$ cat src/rtl/shift_frame_pkg.sv
// Shared constants and helpers for the shift_frame_capture block.
package shift_frame_pkg;

  localparam int DEFAULT_WIDTH = 128;

  // Values for the LSB_FIRST parameter.
  localparam bit SHIFT_MSB_IN = 1'b0;
  localparam bit SHIFT_LSB_IN = 1'b1;

  // Width of the bit counter.
  function automatic int cnt_width(input int width);
    int cw;
    cw = $clog2(width);
    return (cw < 1) ? 1 : cw;
  endfunction

endpackage

$ cat src/rtl/shift_frame_capture_core.sv
// Direction-parametrised shift register with frame bit counter.
module shift_core
  import shift_frame_pkg::*;
#(
  parameter int WIDTH     = DEFAULT_WIDTH,
  parameter bit LSB_FIRST = SHIFT_MSB_IN,
  localparam int CW       = cnt_width(WIDTH)
) (
  input  logic             clk,
  input  logic             rst_n,
  input  logic             in,
  input  logic             en,
  input  logic             clr,
  output logic [WIDTH-1:0] outs,
  output logic [CW-1:0]    bit_cnt,
  output logic             frame_done,
  output logic [WIDTH-1:0] next_sr
);

  localparam logic [CW-1:0] LAST = CW'(WIDTH - 1);

  // NOTE: every signal written in always_comb gets a value on every path, so no latch is inferred.
  always_comb begin
    next_sr = outs;
    if (LSB_FIRST == SHIFT_LSB_IN) next_sr = {in, outs[WIDTH-1:1]};
    else                           next_sr = {outs[WIDTH-2:0], in};
  end

  // Strobe on the edge that accepts the last bit of a frame.
  assign frame_done = en && !clr && (bit_cnt == LAST);

  // NOTE: non-blocking assignments so every register sees pre-edge values of the others.
  always_ff @(posedge clk or negedge rst_n) begin
    if (!rst_n) begin
      outs    <= '0;
      bit_cnt <= '0;
    end else if (clr) begin
      outs    <= '0;
      bit_cnt <= '0;
    end else if (en) begin
      outs    <= next_sr;
      bit_cnt <= frame_done ? '0 : bit_cnt + 1'b1;
    end
  end

endmodule

$ cat src/rtl/shift_frame_capture.sv
// Serial-in/parallel-out capture with a one-deep valid/ready frame buffer.
module shift_frame_capture
  import shift_frame_pkg::*;
#(
  parameter int WIDTH     = DEFAULT_WIDTH,
  parameter bit LSB_FIRST = SHIFT_MSB_IN,
  localparam int CW       = cnt_width(WIDTH)
) (
  input  logic             clk,
  input  logic             rst_n,
  input  logic             in,
  input  logic             en,
  input  logic             clr,
  output logic [WIDTH-1:0] outs,
  output logic [CW-1:0]    bit_cnt,
  output logic [WIDTH-1:0] frame_data,
  output logic             frame_valid,
  input  logic             frame_ready,
  output logic             overflow
);

  logic             frame_done;
  logic [WIDTH-1:0] next_sr;
  logic             consume;
  logic             accept;
  logic             drop;

  shift_core #(
    .WIDTH    (WIDTH),
    .LSB_FIRST(LSB_FIRST)
  ) u_core (
    .clk       (clk),
    .rst_n     (rst_n),
    .in        (in),
    .en        (en),
    .clr       (clr),
    .outs      (outs),
    .bit_cnt   (bit_cnt),
    .frame_done(frame_done),
    .next_sr   (next_sr)
  );

  // A buffer being drained this cycle can take the new frame without loss.
  assign consume = frame_valid && frame_ready;
  assign accept  = frame_done && (!frame_valid || frame_ready);
  assign drop    = frame_done && frame_valid && !frame_ready;

  always_ff @(posedge clk or negedge rst_n) begin
    if (!rst_n) begin
      frame_data  <= '0;
      frame_valid <= 1'b0;
    end else if (accept) begin
      frame_data  <= next_sr;
      frame_valid <= 1'b1;
    end else if (consume) begin
      frame_valid <= 1'b0;
    end
  end

  always_ff @(posedge clk or negedge rst_n) begin
    if (!rst_n)     overflow <= 1'b0;
    else if (clr)   overflow <= 1'b0;
    else if (drop)  overflow <= 1'b1;
  end

endmodule

$ cat config.mk
export PLATFORM = sky130hd
export DESIGN_NAME = shift_frame_capture
export DESIGN_NICKNAME = d
export VERILOG_FILES = /design/src/rtl/shift_frame_pkg.sv /design/src/rtl/shift_frame_capture_core.sv /design/src/rtl/shift_frame_capture.sv
export SDC_FILE = /design/constraint.sdc
export NUM_CORES = 1
export LEC_CHECK = 0
export ABC_CLOCK_PERIOD_IN_PS = 5500
export CAP_MARGIN = 40
export CORE_UTILIZATION = 55
export CTS_BUF_LIST = sky130_fd_sc_hd__clkbuf_8
export DETAILED_ROUTE_END_ITERATION = 12
export GPL_TIMING_DRIVEN = 0
export PLACE_DENSITY = 0.88
export SKIP_CTS_REPAIR_TIMING = 1
export SYNTH_ARGS = -nofsm -noshare
export SYNTH_HDL_FRONTEND = slang
export SYNTH_SLANG_ARGS = --single-unit
$ cat constraint.sdc
create_clock -name clk -period 5.5 [get_ports clk]
set_input_delay 0.55 -clock clk [delete_from_list [all_inputs] [get_ports clk]]
set_output_delay 0.55 -clock clk [all_outputs]
set_load 0.05 [all_outputs]
==> impl_results.md <==
- Outcome: finished clean
- Final #Nets: between 1,000 and 1,500
- Pin count of the biggest net entering global routing: between 100 and 150
- Root buf cell: clkbuf_8
- Final hold vios: 0
- Sequential Power Share: 50.4%
- Yosys warning total: 0
- VDD IR max: between 200 and 250 uV
- Skew final: about 0.011 ns
- Peak per-stage delay on the critical path: about 0.93 ns
- P&R area growth vs syn: 36.94%
- Die Height: between 100 and 150 microns
- Port-buffer cells: 270
- Htree depth: 2
- Global-route wire length before repair: slightly above 40 mm
- Setup CP Type: reg2out
- Power density over cell area: roughly 260 nW/um^2
- Yosys reg bits: roughly 270
- Total number of vias: between 7,000 and 8,000
- Worst-path fanout max: 7
- # rows: 51
- Fin util: approximately 77%
- Area contributors post-synth: dfrtp_1, mux2_4, mux2i_1, nor2_1, buf_12
- Final setup viols: 0
- Layout Cells excl Fill: about 1,300
- P_int: about 3000 uW
- Final min period: 2.530 ns
- Die X-Extent: around 140 microns
- Initial Util: 56.07%
- CTS sink count: about 270
- CP bufs+invs: 1
- RSZ-0062 raised after global routing: no
- DR WL/cell: between 15 and 20 microns
- Share of the clock period used by the worst path: between 40 and 50%
- CP delay by family, top: buffers and inverters
- Sequential element share of the synthesized area: between 60% and 70%
- Sw Ratio: 22.55%
- Hold_ws: 0.4880 ns
- Worst-path clk slew: around 0.07 ns
- Buffer depth of the longest clock path: 3
- Cell Chain, Critical Path: clkdlybuf4s50_1
- Synth cell types: 31
- CTS Buf Count: 44
- Clk pwr share: 46.3%
- Fmax: between 0.3 and 0.4 GHz
- Placer Congestion: roughly 0.74
- Remaining global-route overflow: 0
- Slowest-stage cell, CP: clkdlybuf4s50_1
- Initial drt markers: 295
- Post-synth top cells: dfrtp_1, nor2_1, mux2i_1
- Ant diodes: 0
- Clock insertion delay at the later pin of the skew report: between 0.5 and 0.6 ns
- Syn Inst Count: between 700 and 800
- Hpwl dp: ~17 mm
- Drt via density: ~5.2
- Startpoint class of the critical path: flip-flop
- Die area: roughly 20,000 sq um
- Ports: approximately 270
- P_sw: between 800 and 900 uW
- Vias in the first global route: between 7,000 and 8,000
- Number of synthesized flops with an enable pin: 0
- DRT Wirelength: around 27 mm
- Max transition margin: 47.95%
- Max-cap violations: 0
- CP endpoint kind: output pin
- Final ANT Viol Nets: 0
- Core area: between 15,000 and 20,000 sq um
- # DRC: 0
- Logic pwr share: under 10%
- CTS tree: built
- Req. time, crit path: 4.95 ns
- All-Layer GR Usage: between 20% and 30%
- Largest area contributor in the netlist: dfrtp_1
- Layout cells sized above 1: a little over a fifth
- Slew Limit Fails: 0
- Synth Area per Inst: between 10 and 15 sq um
- Lkg Pwr: approximately 0.007 uW
- Net Count, Synth: between 700 and 800
- Post-synthesis async set-or-reset flop share: 100.0%
- Post-Syn Area: 10,910 sq um
- Pre-antenna DRT Iters: 4
- Synth top area share: about 61%
- Worst-Margin Slew: 0.7808 ns
- Initial antenna violation count: 0
- Most frequent cell after synthesis: dfrtp_1
- Worst min-delay path class: in2async
- CP Data Arrival Time: around 2 ns
- Synth Flop Type: dfrtp_1
- Placed Cells incl. Taps: 1,266
[per-layer routing]
layer / wire length (microns) / GRT usage (%)
met1: 11070 / 33.11
met2: 12870 / 42.70
met3: 1963 / 7.981
met4: 593 / 8.376
met5: 0 / 0
[path summary, 6_finish.rpt]
kind                                          startpoint                     endpoint  slack (ns)  depth (start not counted)
max in group asynchronous                          rst_n   frame_data[88]$_DFFE_PN0P_        4.12                          3
min in group clk              frame_data[67]$_DFFE_PN0P_   frame_data[67]$_DFFE_PN0P_        0.51                          1
setup / recovery           u_core.bit_cnt[3]$_DFFE_PN0P_                   bit_cnt[3]        2.97                          1
hold / removal                                     rst_n  u_core.outs[26]$_DFFE_PN0P_        0.49                          2
setup reg to reg           u_core.bit_cnt[0]$_DFFE_PN0P_   frame_data[41]$_DFFE_PN0P_        3.37                          6
hold reg to reg               frame_data[67]$_DFFE_PN0P_   frame_data[67]$_DFFE_PN0P_        0.51                          1
[cell usage in the layout (no fill, tap or decap), types with 2 or more instances in the layout]
master and n:
clkdlybuf4s50_1 269, dfrtp_1 265, nor2_1 131, mux2i_1 129, mux2_4 110, clkbuf_8 53, mux2_2 17, clkbuf_1 17
inv_1 15, buf_12 13, buf_2 13, clkinv_2 8, nand2_1 4, nand3_1 3, bufinv_16 3, nand2b_1 2
o22ai_1 2, xor2_1 2, o21ai_0 2, a21oi_1 2, or3_2 2, clkinvlp_4 2, buf_16 2
[flip-flops by register name, indices dropped and copies added, names as in the netlist]
name / flops
frame_data: 128
frame_valid: 1
overflow: 1
u_core.bit_cnt: 7
u_core.outs: 128
[power by group through the flow]
| stage | sequential [uW] | combinational, uW | clock [uW] |
|---|---|---|---|
| global placement | 1990 | 124 | 0 |
| global route | 1950 | 143 | 1920 |
| finish | 1960 | 129 | 1800 |
| detailed placement | 1990 | 130 | 0 |
| CTS | 1960 | 132 | 1830 |
| floorplan | 2000 | 57.3 | 0 |
[final cells by class]
type | count | area, sq um
sequential | 265 | 6631
fill | 1167 | 4518
multi-input combinational | 419 | 3877
timing repair buffer | 273 | 2773
clock buffer | 53 | 729.5
buffer | 44 | 400.4
tap | 265 | 331.6
clock inverter | 27 | 197.7
inverter | 1 | 3.754
[metrics by stage]
step / setup WS, ns / total power (uW) / TNS (ns) / cell area, sq um
5_1_grt: 2.917 / 4017 / 0 / 14940
3_5_place_dp: 2.712 / 2121 / 0 / 14010
4_1_cts: 2.937 / 3914 / 0 / 14930
3_3_place_gp: -7.087 / 2116 / -1873.39 / 13950
2_1_floorplan: 3.314 / 2055 / 0 / 10910
6_report: 2.970 / 3882 / 0 / 14940
[kinds of logic (layout without fill, tap and decap cells)]
logic type               Yosys count  after routing  synth area share [%]
XOR/XNOR                           2              2                0.1605
AO/OA/AOI/OAI                     10             10                0.5963
AND/OR/NAND/NOR                  149            149                 5.836
multiplexers                     257            257                 28.82
adder cells (fa/ha/maj)            1              1                0.1146
buffers and inverters             45            398                 3.703
flip-flops                       265            265                 60.77
Note: power is estimated with default switching activity, not from simulation.
